===== config.mk =====
export PLATFORM = sky130hd
export DESIGN_NAME = shift_sequencer_flat
export DESIGN_NICKNAME = d
export VERILOG_FILES = /design/src/rtl/shift_sequencer_if.sv /design/src/rtl/shift_sequencer.sv /design/src/flat_wrapper.sv
export SDC_FILE = /design/constraint.sdc
export NUM_CORES = 1
export LEC_CHECK = 0
export BUFFER_PORTS_ARGS = -buffer_cell sky130_fd_sc_hd__buf_2
export CORE_MARGIN = 4
export CORE_UTILIZATION = 57
export DETAILED_ROUTE_END_ITERATION = 10
export PLACE_DENSITY = 0.77
export SLEW_MARGIN = 20
export SYNTH_ARGS = -nofsm -noshare
export SYNTH_HDL_FRONTEND = slang
export SYNTH_SLANG_ARGS = --single-unit

===== constraint.sdc =====
create_clock -name clk -period 2.68 [get_ports clk]
set_input_delay 0.536 -clock clk [delete_from_list [all_inputs] [get_ports clk]]
set_output_delay 0.536 -clock clk [all_outputs]
set_load 0.005 [all_outputs]

===== src/rtl/shift_sequencer_if.sv =====
// Bundle between the board switch/button logic and the shift sequencer.
// The master side issues commands and operands. The slave side (the sequencer)
// returns the latched operand, direction and stepping shift amount.
interface shift_sequencer_if #(
  parameter int WIDTH = 6,
  parameter int SHW   = 3
);

  logic             start;
  logic             abort;
  logic             dir_in;
  logic [WIDTH-1:0] x_in;
  logic [SHW-1:0]   shamt_in;

  logic             dir_out;
  logic [WIDTH-1:0] x_out;
  logic [SHW-1:0]   shamt_out;
  logic             busy;
  logic             done;

  modport master (
    output start, abort, dir_in, x_in, shamt_in,
    input  dir_out, x_out, shamt_out, busy, done
  );

  modport slave (
    input  start, abort, dir_in, x_in, shamt_in,
    output dir_out, x_out, shamt_out, busy, done
  );

endinterface


===== src/rtl/shift_sequencer.sv =====
// Animates the shift unit. One accepted start latches the operand, the direction
// and the target amount. The shift amount then steps from 0 up to the target,
// advancing once every TICK_DIV cycles. After the run, the display values stay
// as they were until the next start or reset.
module shift_sequencer #(
  parameter int WIDTH    = 6,
  parameter int SHW      = 3,
  parameter int TICK_DIV = 50000000
) (
  input  logic              clk,
  input  logic              rst,
  shift_sequencer_if.slave  bus
);

  localparam int CW = (TICK_DIV > 1) ? $clog2(TICK_DIV) : 1;
  localparam logic [CW-1:0] TICK_LAST = CW'(TICK_DIV - 1);

  typedef enum logic [1:0] {
    IDLE   = 2'd0,
    RUN    = 2'd1,
    FINISH = 2'd2
  } state_t;

  state_t          state;
  logic [CW-1:0]   tick_cnt;
  logic [SHW-1:0]  target;
  logic [SHW-1:0]  shamt_next;

  // The amount never exceeds target (at most 2^SHW-1), so this add cannot wrap in use.
  assign shamt_next = bus.shamt_out + 1'b1;

  // Sequencer FSM with registered outputs: accept, step on prescaled ticks, pulse done.
  always_ff @(posedge clk) begin
    // NOTE: all state here updates with <= so every branch sees the pre-edge values.
    if (rst) begin
      // NOTE: target is reset as well. A run is only entered through IDLE, which
      // reloads it, but a known value keeps the idle register contents deterministic.
      state         <= IDLE;
      tick_cnt      <= '0;
      target        <= '0;
      bus.dir_out   <= 1'b0;
      bus.x_out     <= '0;
      bus.shamt_out <= '0;
      bus.busy      <= 1'b0;
      bus.done      <= 1'b0;
    end else begin
      case (state)
        IDLE: begin
          // Abort has priority over start, so a simultaneous request is dropped.
          if (bus.start && !bus.abort) begin
            bus.x_out     <= bus.x_in;
            bus.dir_out   <= bus.dir_in;
            target        <= bus.shamt_in;
            bus.shamt_out <= '0;
            tick_cnt      <= '0;
            bus.busy      <= 1'b1;
            if (bus.shamt_in == '0) begin
              state    <= FINISH;
              bus.done <= 1'b1;
            end else begin
              state <= RUN;
            end
          end
        end

        RUN: begin
          if (bus.abort) begin
            // The operand and the partial amount are held for display; no done pulse.
            state    <= IDLE;
            tick_cnt <= '0;
            bus.busy <= 1'b0;
          end else if (tick_cnt == TICK_LAST) begin
            tick_cnt      <= '0;
            bus.shamt_out <= shamt_next;
            if (shamt_next == target) begin
              state    <= FINISH;
              bus.done <= 1'b1;
            end
          end else begin
            tick_cnt <= tick_cnt + 1'b1;
          end
        end

        FINISH: begin
          // This state lasts one cycle and ignores abort, so the done pulse always completes.
          state    <= IDLE;
          bus.busy <= 1'b0;
          bus.done <= 1'b0;
        end

        default: begin
          state    <= IDLE;
          bus.busy <= 1'b0;
          bus.done <= 1'b0;
        end
      endcase
    end
  end

endmodule


===== src/flat_wrapper.sv =====
// flat-port wrapper written by rule: the top's interface ports become plain ports
module shift_sequencer_flat 
#(
  parameter int WIDTH    = 6,
  parameter int SHW      = 3,
  parameter int TICK_DIV = 50000000
)
  (clk, rst, bus_start, bus_abort, bus_dir_in, bus_x_in, bus_shamt_in, bus_dir_out, bus_x_out, bus_shamt_out, bus_busy, bus_done);
  shift_sequencer_if #(.WIDTH(WIDTH), .SHW(SHW)) bus_i ();
  input  logic clk;
  input  logic rst;
  input wire logic [$bits(bus_i.start)-1:0] bus_start;
  input wire logic [$bits(bus_i.abort)-1:0] bus_abort;
  input wire logic [$bits(bus_i.dir_in)-1:0] bus_dir_in;
  input wire logic [$bits(bus_i.x_in)-1:0] bus_x_in;
  input wire logic [$bits(bus_i.shamt_in)-1:0] bus_shamt_in;
  output wire logic [$bits(bus_i.dir_out)-1:0] bus_dir_out;
  output wire logic [$bits(bus_i.x_out)-1:0] bus_x_out;
  output wire logic [$bits(bus_i.shamt_out)-1:0] bus_shamt_out;
  output wire logic [$bits(bus_i.busy)-1:0] bus_busy;
  output wire logic [$bits(bus_i.done)-1:0] bus_done;
  assign bus_i.start = bus_start;
  assign bus_i.abort = bus_abort;
  assign bus_i.dir_in = bus_dir_in;
  assign bus_i.x_in = bus_x_in;
  assign bus_i.shamt_in = bus_shamt_in;
  assign bus_dir_out = bus_i.dir_out;
  assign bus_x_out = bus_i.x_out;
  assign bus_shamt_out = bus_i.shamt_out;
  assign bus_busy = bus_i.busy;
  assign bus_done = bus_i.done;
  shift_sequencer #(.WIDTH(WIDTH), .SHW(SHW), .TICK_DIV(TICK_DIV)) u_core (.clk(clk), .rst(rst), .bus(bus_i));
endmodule

After elaboration in Yosys (flattened, before gate mapping):

Cells that the tools add are included.

* multiplexer cells: 23
* eq/ne operators: 11
* reductions and logical operators: 11
* add/subtract/negate cells: 2

Operators with widths (number)
* 26-bit 2-to-1 mux: 3
* 26-bit one-hot mux with 2 select lines: 1
* 26-bit by 1-bit adder with 26-bit output (second input constant): 1
* 26-bit equality test (second input constant): 1
* 2-bit 2-to-1 mux: 5
* 3-bit 2-to-1 mux: 3
* 2-bit by 1-bit != test with 1-bit output (second input constant): 4
* 1-bit 2-to-1 mux: 7
* 3-bit by 2-bit != test with 1-bit output (second input constant): 2
* 3-bit one-hot mux with 2 select lines: 1
* 2-bit AND reduction: 3
* 5-bit AND reduction: 1
* 2-bit != test (second input constant): 2
* 1-bit one-hot mux with 2 select lines: 2
* 2-bit one-hot mux with 2 select lines: 1
* 4-bit AND reduction: 1
* 3-bit by 1-bit adder with 3-bit output (second input constant): 1
* 3-bit equality test: 1
* 3-bit zero test: 1
* 3-bit AND reduction: 1
* 2-bit by 1-bit equality test with 1-bit output (second input constant): 1
* 2-bit zero test: 1
* 2-bit nonzero test: 1
* 1-bit logical AND: 1
* 1-bit zero test: 1

* logic and storage cells: 55
* register bits after elaboration: 43
* output and inout bits: 12

Longest topological paths before layout:

Gate-level depths: netlist (run 1).

* depth after elaboration: 6
* depth in mapped cells: 7
* depth with buffers taken out: 6

Worst setup path before layout (run 1):

OpenSTA, ideal clock, no wires.

* kind: reg2reg
* from: register u_core.tick_cnt[0]
* to: register u_core.bus.shamt_out[0]
* buffers on the path: 1
* stages on the path, launching flop included: 8
* library setup time: 65 ps
* setup slack: 588 ps
* period minus slack after synthesis: 2092 ps
* data arrival time: 2027 ps
* cell sequence: dfxtp_1 ha_1 or4bb_1 nor4_2 and3_1 buf_4 mux2_1 nor2_1

* longest elaborated chain between the ends: 3

RTL lines
* from (decl): line shift_sequencer.sv:25 `logic [CW-1:0] tick_cnt;`
* from (signal assigned): line shift_sequencer.sv:80 `tick_cnt <= tick_cnt + 1'b1;`
* 26-bit equality test: line shift_sequencer.sv:72 `end else if (tick_cnt == TICK_LAST) begin`
* 2-bit by 1-bit != test with 1-bit output (no line)
* 4-bit AND reduction (no line)
* to (signal assigned): line shift_sequencer.sv:74 `bus.shamt_out <= shamt_next;`
* to (decl): line shift_sequencer_if.sv:28 `output dir_out, x_out, shamt_out, busy, done`

Every way passes these cells.
A chain may end at the register's enable or synchronous reset.

Final worst setup path (run 1):

* from: register u_core.tick_cnt[0]
* to: register u_core.tick_cnt[19]

* longest elaborated chain between the ends: 4
* elaborated cells on any way between the ends: 5
* those cells by class: 1 x add/sub; 1 x eq/ne; 3 x mux

RTL lines
* 26-bit by 1-bit adder with 26-bit output / 26-bit equality test (equally long branches): line shift_sequencer.sv:80, shift_sequencer.sv:72
* 26-bit 2-to-1 mux *: line shift_sequencer.sv:72
* 26-bit 2-to-1 mux *: line shift_sequencer.sv:67 `if (bus.abort) begin`
* 26-bit one-hot mux with 2 select lines *: line shift_sequencer.sv:47 `case (state)`

Mark *: on every way between the ends. The rest lies on a longest branch, timed or not.

==> flow_summary.json, run 1 <==
{
  "outcome": "finished clean",
  "cts.reportedPaths.clkPinSlew_ps": 80,
  "netlist_area_sq_um": 2120,
  "routed_via_density": 5.70,
  "grt_pass1_vias": 1651,
  "tritoncts": "built",
  "wl_per_cell_microns": 13.4,
  "cts.path.max_buffers": 2,
  "gr-total-overflow": 0,
  "tightest_slew_ps": 600,
  "required_ps": 2850,
  "drc": 0,
  "drtIter0Drc": 110,
  "crit_type": "reg2reg",
  "yosys_warnings": 0,
  "fp.dieH_microns": 69.0,
  "min_path_type": "reg2reg",
  "end_kind": "register",
  "grt_max_degree": 29,
  "synth_most_common_cell": "dfxtp_1",
  "dr.pass1.iters": 4,
  "startpoint_type": "register",
  "ctsHoldBuffers": 0,
  "min_from": "u_core.bus.dir_out$_SDFFE_PP0P_",
  "netlist.area_leader.share_pct": 40.6,
  "worstPathMaxFanout": 16,
  "rr_endpoint": "u_core.tick_cnt[19]$_SDFFE_PP0P_",
  "antenna_cells": 0,
  "totalWireLength_mm": 4.46,
  "port_buffers": 25,
  "p_leak_nw": 0.803,
  "grt_setup_unrepaired": "no",
  "setup_viol": 0,
  "slowest_delay_ps": 510,
  "synth_cells": 266,
  "numCtsBuffers": 5,
  "r2r-start": "u_core.tick_cnt[0]$_SDFFE_PP0P_",
  "area_growth_pct": 11.7,
  "synth_edf_count": 0,
  "track_usage_pct": 21.3,
  "num-fill-cells": 319,
  "place.gp.congestion": 0.836,
  "drive_gt1_share_pct": 13.9,
  "maxSlewViolCount": 0,
  "period_needed_ps": 2330,
  "power_density_nw_per_um2": 509,
  "h-tree-depth": 2,
  "slew-limit-headroom_pct": 59.7,
  "die_x_microns": 69.0,
  "place_area_sq_um": 2260,
  "initial_core_util_pct": 61.1,
  "synth_cell_types": 43,
  "hpwl_mm": 3.24,
  "drv_cap": 0,
  "yosysTopAreaCell": "dfxtp_1",
  "grt_pass1_wl_mm": 7.59,
  "cts_root_buffer": "clkbuf_8",
  "finalNetCount": 303,
  "antenna_found_initial": 0,
  "num_rows": 21,
  "fmax_mhz": 429,
  "synth_area_leaders": "dfxtp_1 41%, xnor2_1 7.8%, nand2_1 7.1%, nor2_1 4.8%, a21oi_1 4.2%",
  "coreArea_sq_um": 3470,
  "clk_latency_ps": 300,
  "syn_area_per_cell_sq_um": 7.97,
  "ir_drop_uv": 383,
  "synthFlopType": "dfxtp_1",
  "reg2regPathDepth": 6,
  "period_share_pct": 87.0,
  "cp.arrival_ps": 2500,
  "hold_viol_final": 0,
  "tns_ps": 0,
  "vias": 1903,
  "min_path_cells": 2,
  "syn_nets": 282,
  "cts.repair.resized": 0,
  "cts_sinks": 43,
  "final_area_sq_um": 2370,
  "rrSetupSlack_ps": 350,
  "ant_nets": 0,
  "worst_clock_skew_ps": 13.8,
  "postCtsSetupBuffers": 0,
  "min_to": "u_core.bus.dir_out$_SDFFE_PP0P_",
  "cp_cell_sequence": "ha_1 > or4bb_1 > nor4_2 > a21oi_2 > o21bai_4 > nor2_1",
  "synthTopCellsByCount": "43 x dfxtp_1, 40 x nand2_1, 27 x nor2_1",
  "synth-seq-area-share_pct": 40.6,
  "pin_count": 26,
  "dieArea_sq_um": 4760,
  "yosys_register_bits": 43,
  "synth-async-reset-ratio_pct": 0,
  "cp_slowest_cell": "or4bb_1"
}
## flip-flops by register name (all words and copies together) (netlist names)
signal and flops:
u_core.state 2, u_core.bus.done 1, u_core.bus.busy 1, u_core.target 3, u_core.bus.dir_out 1, u_core.bus.x_out 6
u_core.tick_cnt 26, u_core.bus.shamt_out 3
## metal layers
metal	vias to the layer above	part of all wire (%)	wire, microns	global-route usage, %
met5	-	0	0	0
met4	0	0.85	38	8.03
met3	5	5.4	242	4.38
met2	42	44	1980	31.2
met1	877	49	2200	30.5
li1	979	-	-	-
## critical path, delay by kind of cell (launching register included)
family	cells	cell delay, ps
AO/OA/AOI/OAI	2	650
adder cells (fa/ha/maj)	1	280
flip-flops	1	430
AND/OR/NAND/NOR	3	840
## placed cells by master (no fill, tap or decap), drive strengths merged, types with 6 or more instances in the layout
master,instances
xnor2,19
nand3,12
nor4,13
nand2,40
nor2,27
nor3,13
buf,27
nand4,7
inv,6
a21oi,19
dfxtp,43
clkbuf,7
## per-stage QoR
step | worst slack, ps | power (W) | hold slack [ps] | std cells | utilization, %
floorplan | 588 | 0.000736 | 448 | 266 | -
global placement | 430 | 0.000764 | 439 | 326 | 65.2
detailed placement | 358 | 0.000766 | 447 | 326 | 65.2
CTS | 361 | 0.00122 | 459 | 334 | 68.2
global route | 137 | 0.00127 | 461 | 334 | 68.3
finish | 348 | 0.00121 | 457 | 334 | 68.3
## cell type report
type,count,area (sq um),area share [%]
Inverter,6,22.5,0.951
Sequential cell,43,861,36.3
Timing Repair Buffer,27,140,5.92
Clock inverter,1,7.51,0.317
Multi-Input combinational cell,204,1180,50.0
Clock buffer,7,96.3,4.07
Tap cell,46,57.6,2.43
## power breakdown
part	internal [W]	switching, W	total (W)
clock network	0.000234	0.000221	0.000455
logic	0.0000353	0.0000541	0.0000894
registers	0.000651	0.0000115	0.000662
total	0.000920	0.000286	0.00121
## worst max-delay path by stage
stage	endpoint	depth (start not counted)	slack (ps)	start
after CTS	u_core.tick_cnt[19]$_SDFFE_PP0P_	6	360	u_core.tick_cnt[0]$_SDFFE_PP0P_
after floorplan	u_core.bus.shamt_out[0]$_SDFFE_PP0P_	7	590	u_core.tick_cnt[0]$_SDFFE_PP0P_
after global placement	u_core.tick_cnt[13]$_SDFFE_PP0P_	6	430	u_core.tick_cnt[0]$_SDFFE_PP0P_
after detailed placement	u_core.tick_cnt[13]$_SDFFE_PP0P_	6	360	u_core.tick_cnt[0]$_SDFFE_PP0P_
after global routing	u_core.tick_cnt[19]$_SDFFE_PP0P_	6	140	u_core.tick_cnt[0]$_SDFFE_PP0P_
final	u_core.tick_cnt[19]$_SDFFE_PP0P_	6	350	u_core.tick_cnt[0]$_SDFFE_PP0P_
## cell families after synthesis
logic type	after synthesis	share of synthesized area, %
AND/OR/NAND/NOR	144	34.8
multiplexers	2	1.00
AO/OA/AOI/OAI	36	10.4
flip-flops	43	40.6
buffers and inverters	19	3.78
adder cells (fa/ha/maj)	2	1.18
XOR/XNOR	20	8.26
Power figures use the tool's default switching activity.
==> inputs of run 2 (changes only) <==
--- a/config.mk
+++ b/config.mk
@@ -6,10 +6,12 @@
 export NUM_CORES = 1
 export LEC_CHECK = 0
 export BUFFER_PORTS_ARGS = -buffer_cell sky130_fd_sc_hd__buf_2
+export CELL_PAD_IN_SITES_DETAIL_PLACEMENT = 2
+export CELL_PAD_IN_SITES_GLOBAL_PLACEMENT = 2
 export CORE_MARGIN = 4
-export CORE_UTILIZATION = 57
+export CORE_UTILIZATION = 34
 export DETAILED_ROUTE_END_ITERATION = 10
-export PLACE_DENSITY = 0.77
+export PLACE_DENSITY = 0.78
 export SLEW_MARGIN = 20
 export SYNTH_ARGS = -nofsm -noshare
 export SYNTH_HDL_FRONTEND = slang
==> run 2 against run 1 <==
Core utilization decreased by 28 points. Via count increased by 3.0%. Critical path depth unchanged. Fmax decreased by 4.9%. Sequential share of layout area decreased by 0.66 points. First-iteration DRC count decreased by 34%. Sequential power about the same. Worst setup slack got worse by 120 ps. Clock skew decreased by 9.0 ps. Clock power increased by 0.9%. Die area increased by 59%.
==> flow_summary.json, run 2 (synthesis gave the netlist of run 1 again) <==
{
  "fin_util_pct": 40.3,
  "hold_viol_final": 0,
  "crit_type": "reg2reg",
  "hpwl_mm": 4.49,
  "drv_cap": 0,
  "startpoint_type": "register",
  "cpLargestDelayFamily": "simple AND/OR/NAND/NOR gates",
  "rrSetupSlack_ps": 230,
  "p_leak_nw": 0.812,
  "antenna_found_initial": 0,
  "tns_ps": 0,
  "ant_nets": 0,
  "numCtsBuffers": 5,
  "cp_cell_sequence": "ha_1 > or4bb_1 > nor4_2 > and3_1 > mux2_1 > nor2_1",
  "worst_clock_skew_ps": 4.82,
  "final_common_cell": "dfxtp_1",
  "dr.pass1.iters": 4,
  "period_share_pct": 91.5,
  "cts.repair.resized": 0,
  "vias": 1961,
  "totalWireLength_mm": 6.33,
  "ctsHoldBuffers": 0,
  "cts.path.max_buffers": 2,
  "cp_num_buf_inv": 0,
  "cp.depth": 6,
  "track_usage_pct": 18.0,
  "internal-power_w": 0.000924,
  "clkPwrFrac_pct": 37.6,
  "drtIter0Drc": 73,
  "drive_gt1_share_pct": 13.8,
  "die_x_microns": 87.0,
  "fp.dieH_microns": 87.0,
  "pin_count": 26,
  "grt_setup_unrepaired": "no",
  "h-tree-depth": 2,
  "largest-register": "u_core.tick_cnt",
  "num_rows": 28,
  "period_needed_ps": 2450,
  "reg2regPathDepth": 6,
  "wl_per_cell_microns": 17.3,
  "reg_top3": "u_core.tick_cnt: 26 flops, u_core.bus.x_out: 6 flops",
  "setup_viol": 0,
  "power_switching_w": 0.000296,
  "slew-limit-headroom_pct": 48.9,
  "worstPathMaxFanout": 7,
  "place.gp.congestion": 0.756,
  "top_usage_layer": "met2",
  "antenna_cells": 0,
  "min_path_type": "reg2reg",
  "drc": 0,
  "swShare_pct": 24.3,
  "area_growth_pct": 13.7,
  "cp_slowest_cell": "or4bb_1",
  "largest_reg_flops": 26,
  "grt_pass1_vias": 2145,
  "cts_sinks": 43,
  "clk_latency_ps": 290,
  "finalNetCount": 305,
  "grt_max_degree": 29,
  "p_comb_share_pct": 8.1,
  "required_ps": 2910,
  "grt.met2_usage_pct": 31.0,
  "outcome": "finished clean",
  "slowest_delay_ps": 550,
  "globalRouteMet1Util_pct": 23.6,
  "postCtsSetupBuffers": 0,
  "tritoncts": "built",
  "fmax_mhz": 408,
  "dieArea_sq_um": 7570,
  "initial_core_util_pct": 35.4,
  "min_path_cells": 2,
  "layout_common_cells": "43 x dfxtp_1, 40 x nand2_1, 27 x nor2_1",
  "tightest_slew_ps": 765,
  "power_density_nw_per_um2": 506,
  "coreArea_sq_um": 5990,
  "grt_util_met3_pct": 2.27,
  "cts.reportedPaths.clkPinSlew_ps": 80,
  "port_buffers": 25,
  "cp.arrival_ps": 2690,
  "end_kind": "register",
  "routed_via_density": 5.37,
  "ir_drop_uv": 207,
  "maxSlewViolCount": 0,
  "grt_pass1_wl_mm": 10.8,
  "seqPwrFrac_pct": 54.3,
  "cts_root_buffer": "clkbuf_8",
  "gr-total-overflow": 0
}
run 2: worst register-to-register path, stage by stage (launching register included):
cell	delay, ps
dfxtp_1	450
ha_1	320
or4bb_1	560
nor4_2	310
and3_1	330
mux2_1	340
nor2_1	80
run 2: worst paths after layout:
kind / start / endpoint
max: u_core.tick_cnt[0]$_SDFFE_PP0P_ / u_core.bus.shamt_out[0]$_SDFFE_PP0P_
min: u_core.bus.dir_out$_SDFFE_PP0P_ / u_core.bus.dir_out$_SDFFE_PP0P_
max reg2reg: u_core.tick_cnt[0]$_SDFFE_PP0P_ / u_core.bus.shamt_out[0]$_SDFFE_PP0P_
min reg2reg: u_core.bus.dir_out$_SDFFE_PP0P_ / u_core.bus.dir_out$_SDFFE_PP0P_
run 2: power groups by stage:
stage,registers (W),clock network [W],logic (W)
final,0.000662,0.000459,0.0000987
after global routing,0.000665,0.000508,0.000113
after CTS,0.000663,0.000480,0.000102
after detailed placement,0.000678,0,0.000101
after global placement,0.000677,0,0.0000961
after floorplan,0.000673,0,0.0000626
run 2: stage by stage:
stage                     cell area (sq um)  total power [W]  cells  setup slack (ps)  hold WS (ps)
after floorplan                        2120         0.000736    266               588           448
after global placement                 2310         0.000773    357               428           440
after detailed placement               2310         0.000779    357               302           454
after CTS                              2410          0.00124    365               243           466
after global routing                   2410          0.00129    365              53.8           488
final                                  2410          0.00122    365               229           462
run 2: final cells by class:
cell class,count,area (sq um)
fill,707,3580
multi-input combinational,204,1180
sequential,43,861
timing repair buffer,29,155
clock buffer,8,100
tap,75,93.8
inverter,6,22.5
run 2: routing by layer:
| metal | vias to the layer above | share of wire (%) |
|---|---|---|
| li1 | 976 | - |
| met1 | 959 | 48 |
| met2 | 21 | 49 |
| met3 | 5 | 2.2 |
| met4 | 0 | 0.93 |
| met5 | - | 0 |
